==> src/rtl/indication_input_demux_if.sv <==
// indication_input_demux_if: pipe enqueue, per-method indication dispatch and bad-tag report bundle.
interface indication_input_demux_if #(
  parameter int NUM_METHODS = 4,
  parameter int TAG_WIDTH   = 32,
  parameter int DATA_WIDTH  = 64,
  parameter int ERR_WIDTH   = 16
);
  logic                            i_pipe_enq_ena;
  logic [TAG_WIDTH+DATA_WIDTH-1:0] i_pipe_enq_v;
  logic                            o_pipe_enq_rdy;
  logic [NUM_METHODS-1:0]          o_call_ena;
  logic [DATA_WIDTH-1:0]           o_call_v;
  logic [NUM_METHODS-1:0]          i_call_rdy;
  logic                            o_badtag_ena;
  logic [TAG_WIDTH-1:0]            o_badtag_tag;
  logic [ERR_WIDTH-1:0]            o_err_count;
  modport master (
    output i_pipe_enq_ena, i_pipe_enq_v, i_call_rdy,
    input  o_pipe_enq_rdy, o_call_ena, o_call_v, o_badtag_ena, o_badtag_tag, o_err_count
  );
  modport slave (
    input  i_pipe_enq_ena, i_pipe_enq_v, i_call_rdy,
    output o_pipe_enq_rdy, o_call_ena, o_call_v, o_badtag_ena, o_badtag_tag, o_err_count
  );
endinterface

==> src/rtl/indication_input_demux.sv <==
// indication_input_demux: FIFO-buffered tagged messages dispatched in order to one of NUM_METHODS methods.
module indication_input_demux #(
  parameter int NUM_METHODS = 4,
  parameter int FIRST_TAG   = 1,
  parameter int TAG_WIDTH   = 32,
  parameter int DATA_WIDTH  = 64,
  parameter int DEPTH       = 4,
  parameter int ERR_WIDTH   = 16
) (
  input logic CLK,
  input logic RST,
  indication_input_demux_if.slave bus
);
  localparam int AW = $clog2(DEPTH);
  localparam int MW = TAG_WIDTH + DATA_WIDTH;
  logic [MW-1:0]          r_mem [DEPTH];
  logic [AW-1:0]          r_rd, r_wr;
  logic [AW:0]            r_cnt;
  logic [ERR_WIDTH-1:0]   r_err;
  logic                   w_empty, w_valid, w_bad, w_push, w_pop;
  logic [MW-1:0]          w_head;
  logic [TAG_WIDTH-1:0]   w_tag, w_idx;
  logic [NUM_METHODS-1:0] w_ena;
  assign w_empty = r_cnt == '0;
  assign w_head  = r_mem[r_rd];
  assign w_tag   = w_head[TAG_WIDTH-1:0];
  assign w_idx   = w_tag - TAG_WIDTH'(FIRST_TAG);
  assign w_valid = !w_empty && w_tag >= TAG_WIDTH'(FIRST_TAG) && w_idx < TAG_WIDTH'(NUM_METHODS);
  assign w_bad   = !w_empty && !w_valid;
  always_comb begin
    w_ena = '0;
    for (int i = 0; i < NUM_METHODS; i++) w_ena[i] = w_valid && w_idx == TAG_WIDTH'(i) && bus.i_call_rdy[i];
  end
  // Bad heads pop regardless of ready so they can never block the queue.
  assign w_pop  = w_bad || (|w_ena);
  assign w_push = bus.i_pipe_enq_ena && bus.o_pipe_enq_rdy;
  assign bus.o_pipe_enq_rdy = !RST && r_cnt != (AW+1)'(DEPTH);
  assign bus.o_call_ena     = w_ena;
  assign bus.o_call_v       = w_empty ? '0 : w_head[MW-1:TAG_WIDTH];
  assign bus.o_badtag_ena   = w_bad;
  assign bus.o_badtag_tag   = w_bad ? w_tag : '0;
  assign bus.o_err_count    = r_err;
  always_ff @(posedge CLK or posedge RST) begin
    if (RST) begin
      r_rd  <= '0;
      r_wr  <= '0;
      r_cnt <= '0;
      r_err <= '0;
    end else begin
      if (w_push) r_wr <= r_wr + AW'(1);
      if (w_pop) r_rd <= r_rd + AW'(1);
      r_cnt <= r_cnt + (AW+1)'(w_push) - (AW+1)'(w_pop);
      if (w_bad && r_err != '1) r_err <= r_err + ERR_WIDTH'(1);
    end
  end
  always_ff @(posedge CLK) begin
    if (w_push) r_mem[r_wr] <= bus.i_pipe_enq_v;
  end
endmodule

==> src/flat_wrapper.sv <==
// flat-port wrapper written by rule: the top's interface ports become plain ports
module indication_input_demux_flat 
#(
  parameter int NUM_METHODS = 4,
  parameter int FIRST_TAG   = 1,
  parameter int TAG_WIDTH   = 32,
  parameter int DATA_WIDTH  = 64,
  parameter int DEPTH       = 4,
  parameter int ERR_WIDTH   = 16
)
  (CLK, RST, bus_i_pipe_enq_ena, bus_i_pipe_enq_v, bus_i_call_rdy, bus_o_pipe_enq_rdy, bus_o_call_ena, bus_o_call_v, bus_o_badtag_ena, bus_o_badtag_tag, bus_o_err_count);
  indication_input_demux_if #(.NUM_METHODS(NUM_METHODS), .TAG_WIDTH(TAG_WIDTH), .DATA_WIDTH(DATA_WIDTH), .ERR_WIDTH(ERR_WIDTH)) bus_i ();
  input logic CLK;
  input logic RST;
  input wire logic [$bits(bus_i.i_pipe_enq_ena)-1:0] bus_i_pipe_enq_ena;
  input wire logic [$bits(bus_i.i_pipe_enq_v)-1:0] bus_i_pipe_enq_v;
  input wire logic [$bits(bus_i.i_call_rdy)-1:0] bus_i_call_rdy;
  output wire logic [$bits(bus_i.o_pipe_enq_rdy)-1:0] bus_o_pipe_enq_rdy;
  output wire logic [$bits(bus_i.o_call_ena)-1:0] bus_o_call_ena;
  output wire logic [$bits(bus_i.o_call_v)-1:0] bus_o_call_v;
  output wire logic [$bits(bus_i.o_badtag_ena)-1:0] bus_o_badtag_ena;
  output wire logic [$bits(bus_i.o_badtag_tag)-1:0] bus_o_badtag_tag;
  output wire logic [$bits(bus_i.o_err_count)-1:0] bus_o_err_count;
  assign bus_i.i_pipe_enq_ena = bus_i_pipe_enq_ena;
  assign bus_i.i_pipe_enq_v = bus_i_pipe_enq_v;
  assign bus_i.i_call_rdy = bus_i_call_rdy;
  assign bus_o_pipe_enq_rdy = bus_i.o_pipe_enq_rdy;
  assign bus_o_call_ena = bus_i.o_call_ena;
  assign bus_o_call_v = bus_i.o_call_v;
  assign bus_o_badtag_ena = bus_i.o_badtag_ena;
  assign bus_o_badtag_tag = bus_i.o_badtag_tag;
  assign bus_o_err_count = bus_i.o_err_count;
  indication_input_demux #(.NUM_METHODS(NUM_METHODS), .FIRST_TAG(FIRST_TAG), .TAG_WIDTH(TAG_WIDTH), .DATA_WIDTH(DATA_WIDTH), .DEPTH(DEPTH), .ERR_WIDTH(ERR_WIDTH)) u_core (.CLK(CLK), .RST(RST), .bus(bus_i));
endmodule
==> config.mk <==
export PLATFORM = sky130hd
export DESIGN_NAME = indication_input_demux_flat
export DESIGN_NICKNAME = d
export VERILOG_FILES = /design/src/rtl/indication_input_demux_if.sv /design/src/rtl/indication_input_demux.sv /design/src/flat_wrapper.sv
export SDC_FILE = /design/constraint.sdc
export NUM_CORES = 1
export LEC_CHECK = 0
export CAP_MARGIN = 20
export CORE_MARGIN = 3
export CORE_UTILIZATION = 51
export DETAILED_ROUTE_END_ITERATION = 8
export PLACE_DENSITY = 0.75
export SYNTH_ARGS = -nofsm -noshare
export SYNTH_HDL_FRONTEND = slang
export SYNTH_SLANG_ARGS = --single-unit
==> constraint.sdc <==
create_clock -name CLK -period 5.35 [get_ports CLK]
set_input_delay 1.07 -clock CLK [delete_from_list [all_inputs] [get_ports CLK]]
set_output_delay 1.07 -clock CLK [all_outputs]
set_load 0.005 [all_outputs]
==> metrics.md <==
| Metric | Value |
|---|---|
| Count of input and output buffers | `220` |
| Nets | `1146` |
| Startpoint type of the worst setup path | `flip-flop` |
| Post-synth ARST share | `between 5 and 6%` |
| Overall Power | `roughly 11 mW` |
| Sequential area share after synthesis | `between 70% and 80%` |
| Iteration-0 DRC Markers | `533` |
| Vias per cell | `roughly 5.6` |
| Internal power | `7.82 mW` |
| Hold Path Class | `reg -> reg` |
| Power Dens Cells | `527 mW/mm²` |
| Synthesized area per cell | `between 20 and 25 µm²` |
| Fin crit period | `5.20 ns` |
| CP cell instances | `buf_12 > mux4_1 > nor4_4 > nand4_4 > mux2i_2 > nand3_2 > a2111oi_4 > nor2_2 > buf_4 > and2_1 > clkdlybuf4s50_1` |
| # Max-Cap Violations | `0` |
| CTS tree | `done` |
| TritonCTS sink count | `around 410` |
| Clock latency on the worst-skew pair | `0.53 ns` |
| Vias in the first global route | `8826` |
| Worst rel slew slack | `40.5%` |
| Hpwl dp | `20.1 mm` |
| Num CTS Buffers | `42` |
| CP arrival | `4.13 ns` |
| Number of routed nets with antenna violations | `0` |
| Number of synthesized flops with an enable pin | `around 380` |
| Commonest non-fill, non-tap cell in the layout | `edfxtp_1` |
| Primary FF master, synth | `edfxtp_1` |
| Design Area, Final | `0.0205 mm²` |
| Initial antenna violation count | `3` |
| Area taken by multi-input logic gates | `0.00396 mm²` |
| Final Hold Viols | `0` |
| Switching share of power | `27.6%` |
| Die area | `about 0.034 mm²` |
| Worst R2R Start | `u_core.r_rd[0]` |
| Worst Setup Slack, final | `0.147 ns` |
| Worst setup path startpoint | `u_core.r_rd[0]` |
| Pre-antenna DRT Iters | `7` |
| Post-route DRC | `0` |
| CP max stage delay | `roughly 0.67 ns` |
| Grt ovf | `0` |
| Mapped Nets | `just under 900` |
| Die Wd | `roughly 180 µm` |
| Post-synthesis cell count | `781` |
| Flop pwr share | `a little under two fifths` |
| Switching Power | `2.97 mW` |
| Largest net degree at the start of global routing | `97` |
| Maximum clock rate | `192 MHz` |
| Worst setup EP type | `output pin` |
| Area delta synth->final | `26.5%` |
| Actual slew at the worst max-slew pin | `0.892 ns` |
| Setup TNS | `0 ns` |
| Die Y | `184 µm` |
| H-tree depth reported by CTS | `2` |
| Syn. warnings | `0` |
| Fill count | `between 2000 and 2500` |
| Most frequent cells in the layout | `edfxtp_1, clkdlybuf4s50_1, and2_1, mux4_2, clkbuf_16` |
| Hold Path Origin | `u_core.bus.o_err_count[5]` |
| GRT Resource Usage Total | `19.5%` |
| Synthesized flop and latch total | `407` |
| Area after DPL | `0.0189 mm²` |
| First-pass GRT wire length | `50.6 mm` |
| Layout cell share with drive strength beyond 1 | `19.0%` |
| Core area | `between 0.03 and 0.04 mm²` |
| Hold-fix buffers, CTS | `0` |
| Clock Skew | `0.0209 ns` |
| Clock Power Share | `26.8%` |
| Drt total wl | `roughly 33 mm` |
| Netlist Area Pre-Place | `0.0162 mm²` |
| Placer Congestion | `about 0.78` |
| Clock Tree Buf Depth | `3` |
| Crit path max fanout | `15` |
| Data required time of the worst path | `4.28 ns` |
| Crit Path Category | `reg -> out` |
| Leak Pwr | `6.80 nW` |
| Status | `finished, final reports clean` |
| Register area | `0.0121 mm²` |
| CTS clock-pin slew for the worst setup and hold paths | `around 0.060 ns` |
| Root Buffer | `clkbuf_16` |
| Vias | `between 8000 and 9000` |
| Maximum VDD drop | `0.318 mV` |
| IO Pins | `roughly 220` |
| # rows | `64` |
| Wirelength per Cell | `around 23 µm` |
| Comb power frac | `35.8%` |
| Final setup violation count | `0` |
| Place WS | `0.445 ns` |
| Max-slew violation count | `0` |
| Fin crit share | `97.2%` |
| Worst path slowest cell | `mux4_1` |
| Synth unique cells | `50` |
| Starting density of the core | `52.4%` |
-- worst paths after layout --
path | slack [ns] | depth (start not counted) | endpoint
setup / recovery | 0.15 | 11 | bus_o_badtag_tag[20]
hold / removal | 0.48 | 1 | u_core.bus.o_err_count[5]
setup reg to reg | 0.78 | 16 | u_core.r_cnt[2]
hold reg to reg | 0.48 | 1 | u_core.bus.o_err_count[5]
max in group asynchronous | 3.56 | 2 | u_core.r_rd[0]
min in group asynchronous | 1.14 | 2 | u_core.r_wr[0]
-- metrics by stage --
| stage | hold slack [ns] | instances | utilization, % |
|---|---|---|---|
| floorplan | 0.478 | 781 | - |
| global placement | 0.475 | 1379 | 61.3 |
| detailed placement | 0.480 | 1379 | 61.3 |
| CTS | 0.487 | 1456 | 65.9 |
| global route | 0.504 | 1462 | 66.3 |
| finish | 0.484 | 1462 | 66.3 |
-- metal layers --
metal	track usage [%]	wire (µm)	vias up
li1	-	-	3678
met1	25.0	13300	4217
met2	33.0	16600	297
met3	6.08	2830	51
met4	5.05	599	4
met5	0	34	-
-- registers in the layout (all words and copies together) (netlist names) --
register / cells
u_core.bus.o_err_count: 16
u_core.r_wr: 2
u_core.r_cnt: 3
u_core.r_mem: 384
u_core.r_rd: 2
-- critical path, delay by kind of cell, from the launching register on --
family	cells	cell delay, ns
AOI/OAI and AO/OA	1	0.40
buffers and inverters	3	0.82
DFF	1	0.45
muxes	2	0.94
and+or+nand+nor	5	1.01
-- power groups by stage --
stage	logic, mW	clock network (mW)	registers [mW]
2_1_floorplan	2.04	0	4.05
3_3_place_gp	3.69	0	4.13
3_5_place_dp	3.72	0	4.15
4_1_cts	3.86	2.96	4.03
5_1_grt	4.17	3.10	4.06
6_report	3.87	2.90	4.03
-- cell type report --
type | count | area share (%)
repair buffers | 244 | 12.3
inverters | 10 | 0.183
diodes | 1 | 0.0122
flip-flops and latches | 407 | 59.1
well taps | 396 | 2.42
clock inverters | 21 | 1.37
multi-input cells | 330 | 19.3
clock buffers | 53 | 5.33
-- cell usage after synthesis (all sizes together) (3+ instances only) --
library cell | number | area share [%]
and2 | 97 | 3.7
xor2 | 15 | 0.81
mux4 | 96 | 14
nor4 | 13 | 1.0
xnor2 | 5 | 0.27
ha | 7 | 0.54
inv | 10 | 0.23
nor3 | 11 | 0.43
nand3 | 10 | 0.31
edfxtp | 384 | 71
mux2 | 3 | 0.21
nand2 | 13 | 0.30
nor3b | 3 | 0.20
o21ai | 3 | 0.093
clkbuf | 18 | 0.42
dfrtp | 23 | 3.6
buf | 16 | 0.61
nand4 | 7 | 0.36
and3 | 9 | 0.35
nor2 | 16 | 0.37
-- kinds of logic (layout without fill, tap and decap cells) --
kind of cell             Yosys count  after routing  share of synthesized area (%)
AND/OR/NAND/NOR                  190            190                           7.73
adder cells (fa/ha/maj)            8              8                          0.664
other                              0              1                              0
XOR/XNOR                          20             20                           1.08
buffers and inverters             44            328                           1.26
multiplexers                     101            101                           13.9
flip-flops                       407            407                           74.7
AO/OA/AOI/OAI                     11             11                          0.579
-- what timing repair did --
action                     4_1_cts  5_1_grt
gates resized for setup          0       16
setup buffers                    3        3
cloned                           0        2
pin swaps                        0        4
setup endpoints to repair       29       29
Power figures use the tool's default switching activity.
